<file path="src/rtl/drain_pkg.sv">
// Shared types and sizing for the M4 drain streamer.
// Beat width times BEATS_PER_WORD must equal the SRAM word width.
package drain_pkg;

  localparam int WORD_W         = 128;
  localparam int BEAT_W         = 32;
  localparam int ADDR_W         = 16;
  localparam int BEATS_PER_WORD = 4;

  typedef enum logic [1:0] {
    IDLE,
    RUN,
    FINISH
  } state_e;

endpackage

</file>
<file path="src/rtl/drain_word_fifo.sv">
// Two-entry word FIFO between the M4 read port and the beat serialiser.
// Caller never pushes when full or pops when empty.
module drain_word_fifo #(
  parameter int W = 128
) (
  input  logic         clk_i,
  input  logic         rst_ni,
  input  logic         push_i,
  input  logic [W-1:0] din_i,
  input  logic         pop_i,
  output logic [W-1:0] dout_o,
  output logic         full_o,
  output logic         empty_o,
  output logic [1:0]   count_o
);

  logic [W-1:0] mem_q [2];
  logic         wp_q;
  logic         rp_q;
  logic [1:0]   cnt_q;

  always_ff @(posedge clk_i or negedge rst_ni) begin
    if (!rst_ni) begin
      mem_q[0] <= '0;
      mem_q[1] <= '0;
      wp_q     <= 1'b0;
      rp_q     <= 1'b0;
      cnt_q    <= '0;
    end else begin
      if (push_i) begin
        mem_q[wp_q] <= din_i;
        wp_q        <= ~wp_q;
      end
      if (pop_i) begin
        rp_q <= ~rp_q;
      end
      case ({push_i, pop_i})
        2'b10:   cnt_q <= cnt_q + 2'd1;
        2'b01:   cnt_q <= cnt_q - 2'd1;
        default: cnt_q <= cnt_q;
      endcase
    end
  end

  assign dout_o  = mem_q[rp_q];
  assign count_o = cnt_q;
  assign full_o  = (cnt_q == 2'd2);
  assign empty_o = (cnt_q == 2'd0);

endmodule

</file>
<file path="src/rtl/m4_drain_streamer.sv">
// Streams word_count M4 words out as 32-bit beats, lowest beat first.
// Define DRAIN_PARITY_EN to add the out_parity beat-parity output.
module m4_drain_streamer #(
  parameter int WORD_W = drain_pkg::WORD_W,
  parameter int BEAT_W = drain_pkg::BEAT_W,
  parameter int ADDR_W = drain_pkg::ADDR_W
) (
  input  logic              clock,
  input  logic              reset_n,
  input  logic              start,
  input  logic [ADDR_W-1:0] base_addr,
  input  logic [ADDR_W-1:0] word_count,
  output logic [ADDR_W-1:0] M4_ReadAddress,
  input  logic [WORD_W-1:0] M4_ReadBus,
  output logic [BEAT_W-1:0] out_data,
  output logic              out_valid,
  input  logic              out_ready,
  output logic              out_last,
  output logic              busy,
  output logic              done
`ifdef DRAIN_PARITY_EN
  ,
  output logic              out_parity
`endif
);

  import drain_pkg::*;

  localparam int BW = $clog2(BEATS_PER_WORD);

  state_e state_q, state_d;

  logic [ADDR_W-1:0] base_q;
  logic [ADDR_W-1:0] count_q;
  logic [ADDR_W-1:0] issued_q;
  logic [ADDR_W-1:0] popped_q;
  logic [BW-1:0]     beat_q;
  logic              inflight_q;

  logic              accept;
  logic              issue;
  logic              hs;
  logic              pop;
  logic              last_beat;
  logic              last_word;
  logic [1:0]        occ;
  logic [1:0]        pend;
  logic              full;
  logic              empty;
  logic [WORD_W-1:0] head;
  logic [BEAT_W-1:0] beats [BEATS_PER_WORD];

  drain_word_fifo #(
    .W (WORD_W)
  ) u_fifo (
    .clk_i   (clock),
    .rst_ni  (reset_n),
    .push_i  (inflight_q),
    .din_i   (M4_ReadBus),
    .pop_i   (pop),
    .dout_o  (head),
    .full_o  (full),
    .empty_o (empty),
    .count_o (occ)
  );

  always_comb begin
    for (int k = 0; k < BEATS_PER_WORD; k++) begin
      beats[k] = head[k*BEAT_W +: BEAT_W];
    end
  end

  // Buffered plus in-flight words bound how far reads run ahead.
  assign pend      = occ + {1'b0, inflight_q};
  assign last_beat = (beat_q == BW'(BEATS_PER_WORD - 1));
  assign last_word = (popped_q == count_q - 1'b1);

  assign out_valid = (state_q == RUN) && !empty;
  assign hs        = out_valid && out_ready;
  assign pop       = hs && last_beat;
  assign out_data  = out_valid ? beats[beat_q] : '0;
  assign out_last  = out_valid && last_beat && last_word;
  assign busy      = (state_q == RUN);
  assign done      = (state_q == FINISH);

  assign M4_ReadAddress = base_q + issued_q;

`ifdef DRAIN_PARITY_EN
  assign out_parity = ^out_data;
`endif

  always_comb begin
    state_d = state_q;
    accept  = 1'b0;
    issue   = 1'b0;
    case (state_q)
      IDLE: begin
        if (start) begin
          accept  = 1'b1;
          state_d = (word_count == '0) ? FINISH : RUN;
        end
      end
      RUN: begin
        issue = (issued_q != count_q) && (pend < 2'd2) && !full;
        if (pop && last_word) begin
          state_d = FINISH;
        end
      end
      FINISH:  state_d = IDLE;
      default: state_d = IDLE;
    endcase
  end

  always_ff @(posedge clock or negedge reset_n) begin
    if (!reset_n) begin
      state_q    <= IDLE;
      base_q     <= '0;
      count_q    <= '0;
      issued_q   <= '0;
      popped_q   <= '0;
      beat_q     <= '0;
      inflight_q <= 1'b0;
    end else begin
      state_q    <= state_d;
      inflight_q <= issue;
      if (accept) begin
        base_q   <= base_addr;
        count_q  <= word_count;
        issued_q <= '0;
        popped_q <= '0;
        beat_q   <= '0;
      end else begin
        if (issue) issued_q <= issued_q + 1'b1;
        if (hs)    beat_q   <= beat_q + 1'b1;
        if (pop)   popped_q <= popped_q + 1'b1;
      end
    end
  end

endmodule

</file>
<file path="config.mk">
export PLATFORM = sky130hd
export DESIGN_NAME = m4_drain_streamer
export DESIGN_NICKNAME = d
export VERILOG_FILES = /design/src/rtl/drain_pkg.sv /design/src/rtl/drain_word_fifo.sv /design/src/rtl/m4_drain_streamer.sv
export SDC_FILE = /design/constraint.sdc
export NUM_CORES = 1
export LEC_CHECK = 0
export ABC_CLOCK_PERIOD_IN_PS = 7800
export BUFFER_PORTS_ARGS = -buffer_cell sky130_fd_sc_hd__buf_2
export CAP_MARGIN = 20
export CORE_MARGIN = 8
export CORE_UTILIZATION = 45
export CTS_BUF_LIST = sky130_fd_sc_hd__clkbuf_8
export CTS_CLUSTER_SIZE = 30
export DETAILED_ROUTE_END_ITERATION = 7
export MAX_ROUTING_LAYER = met4
export PLACE_DENSITY_LB_ADDON = 0.05
export SLEW_MARGIN = 10
export SYNTH_ARGS = -nofsm -noshare
export SYNTH_HDL_FRONTEND = slang
export SYNTH_SLANG_ARGS = --single-unit
</file>
<file path="constraint.sdc">
create_clock -name clock -period 7.8 [get_ports clock]
set_input_delay 1.56 -clock clock [delete_from_list [all_inputs] [get_ports clock]]
set_output_delay 1.56 -clock clock [all_outputs]
set_load 0.05 [all_outputs]
</file>
==> results.cfg <==
[run_status]
status = complete, no violations

[floorplan]
initial_utilization_pct = 45.3
core_um2 = 35200
ios = 216
die_w_um = 204
dieHeight_um = 204
fp-row-count = 69
die_area_um2 = 41700

[yosys]
syn-num-nets = 1421
async_reset_ff_share_pct = 100
syn_inst = 1236
syn-cell-area_um2 = 16000
synth_top_area_share_pct = 51.6
ys_warn_count = 0
synth-seq-cells = 329
synth_area_per_cell_um2 = 12.9
yosysTopAreaCell = dfrtp_1
synth_ff_type = dfrtp_1
netlist_top_cells_area = dfrtp_1, mux2_2, mux4_2, nand2_1, xor2_1
synth_cell_types = 48
synth-edff-count = 0
yosysSeqAreaShare_pct = 51.6

[clock_tree]
htree_num_levels = 2
root_buffer = clkbuf_8
clockBufferDepth = 3
insertion_delay_ns = 0.62
cts_tree = done
hold_buffers = 0
post_cts_resize_count = 0
cts_buffers = 58
cts_num_sinks = 329
post_cts_buffers = 0
clk_pin_slew_worst_paths_ns = 0.05

[pwr]
p_comb_share_pct = 48.3
p_sw_mw = 3.69
ir_worst_vdd_v = 0.000437
leakagePower_nw = 8.43
power.total_mw = 8.99
intPower_mw = 5.31
pwr-share-clk_pct = 16.7
pwr-share-seq_pct = 34.9
p_sw_share_pct = 41.0
pwr_density_cell_nw_per_um2 = 483

[critical_path]
cp-start-kind = register
end_kind = primary output
crit_fanout = 5
worst_ep_required_time_ns = 6.24
setup.worst_path.class = reg -> out
worst_ep_arrival_time_ns = 3.47

[sta]
clock_skew_ns = 0.0173
grt_setup_unrepaired = no
tightest_slew_ns = 1.07
fin_crit_sh_pct = 64.5
hold_viol = 0
finalCriticalPeriod_ns = 5.03
slew_violations = 0
finalSetupTns_ns = 0
setup_viol = 0
max_slew_margin_pct = 28.9
max_freq_mhz = 199
setup_ws_ns = 2.77

[global_route]
grt_pass1_wl_um = 61900
grt_max_degree = 168
grt_overflow = 0
grtUsageTotal_pct = 19.1
antenna_found_initial = 17
grt_pass1_vias = 11200

[final_layout]
fillCellCount = 3155
register_area_um2 = 8240
final_nets = 1632
layout_common_cells = dfrtp_1, mux2_2, buf_2
multi_input_area_um2 = 7400
postLayoutCoreUtil_pct = 52.8
syn2layout_area_growth_pct = 16.7
layout-drive-gt1-share_pct = 42.3
final_common_cell = dfrtp_1

[routing]
vias = 10300
routed_via_density = 5.20
routed_wirelength_um = 37900
first_iter_violations = 424
dr.pass1.iters = 4
avgRoutedWirePerCell_um = 19.2
drc = 0
drtAntennaViolNets = 0

[placed_design]
place_hpwl_um = 24900
pre_cts_ws_ns = 3.44
portBuffers = 215
gp_congestion = 0.839

[min_path]
hold_path_class = reg -> reg

[flow_run]
drv_cap = 0
==> cells by family after synthesis <==
logic type	synth area share, %
AND/OR/NAND/NOR	8.71
buffers and inverters	2.19
flip-flops	51.6
AO/OA/AOI/OAI	1.87
multiplexers	29.4
XOR/XNOR	4.56
adder cells (fa/ha/maj)	1.69
==> synthesized netlist by cell type, types with 2 or more instances <==
cell	n
o21a_1	3
nor4_1	14
clkbuf_1	56
nor2b_1	7
a31oi_1	2
ha_1	20
nor4_2	2
nand3_1	14
buf_2	3
buf_1	14
o21ai_1	2
or3_1	2
nor2_1	87
and2_1	4
or4_1	4
and3_1	5
a211o_1	2
mux4_2	64
dfrtp_1	329
nor3_1	17
a21oi_1	17
mux2i_1	36
a311o_1	2
xor2_1	44
o21ai_0	11
mux2_2	256
inv_1	15
nand2_1	128
nand4_1	14
nand2b_1	6
xnor2_1	39
==> metal layers <==
| layer | vias to the layer above | part of all wire [%] | GRT usage, % |
|---|---|---|---|
| met3 | 50 | 6.1 | 5.77 |
| met5 | - | 0 | - |
| met2 | 195 | 48 | 29.5 |
| met4 | 0 | 1.6 | 5.35 |
| li1 | 4867 | - | - |
| met1 | 5151 | 45 | 24.3 |
==> sequential cells by signal, summed over array words and instances, names as in the netlist <==
| register | count |
|---|---|
| popped_q | 16 |
| issued_q | 16 |
| u_fifo.mem_q | 256 |
| u_fifo.count_o | 2 |
| state_q | 2 |
| beat_q | 2 |
| u_fifo.wp_q | 1 |
| inflight_q | 1 |
| count_q | 16 |
| base_q | 16 |
| u_fifo.rp_q | 1 |
==> power groups by stage <==
| stage | sequential, mW | combinational (mW) | clock (mW) |
|---|---|---|---|
| after floorplan | 2.82 | 3.73 | 0 |
| after global placement | 3.16 | 4.37 | 0 |
| after detailed placement | 3.17 | 4.42 | 0 |
| after CTS | 3.15 | 4.43 | 1.58 |
| after global routing | 3.27 | 4.71 | 1.65 |
| final | 3.14 | 4.35 | 1.50 |
==> area by class of cell <==
class                      count  share of cell area, %
multi-input combinational    817                   39.7
clock buffer                  70                   5.18
inverter                      16                  0.323
tap                          461                   3.10
antenna                       18                  0.242
sequential                   329                   44.3
timing repair buffer         225                   6.31
clock inverter                37                  0.807
==> critical path, cell delays in order, from the launching register on <==
cell and delay, ns:
dfrtp_1 0.44, inv_1 0.10, ha_1 0.20, nor4b_1 0.61, nor2b_1 0.37, mux2i_1 0.12, mux2i_1 0.15, o21ai_0 0.13
nor4_1 0.41, buf_2 0.34
==> path summary, 6_finish.rpt <==
kind / start / to / slack [ns] / cells after the start
setup / recovery: count_q[0] / out_last / 2.77 / 9
hold / removal: base_q[0] / base_q[0] / 0.48 / 2
setup reg to reg: beat_q[0] / popped_q[13] / 4.98 / 7
hold reg to reg: base_q[0] / base_q[0] / 0.48 / 2
max in group asynchronous: reset_n / u_fifo.mem_q[242] / 5.42 / 2
min in group asynchronous: reset_n / base_q[8] / 0.95 / 1
==> metrics by stage <==
stage	instances	instance area, µm²	hold WS [ns]
floorplan	1236	16000	0.452
global placement	1848	17400	0.470
detailed placement	1848	17400	0.474
CTS	1955	18600	0.490
global route	1972	18600	0.503
finish	1973	18600	0.481
(Power assumes the default switching activity.)
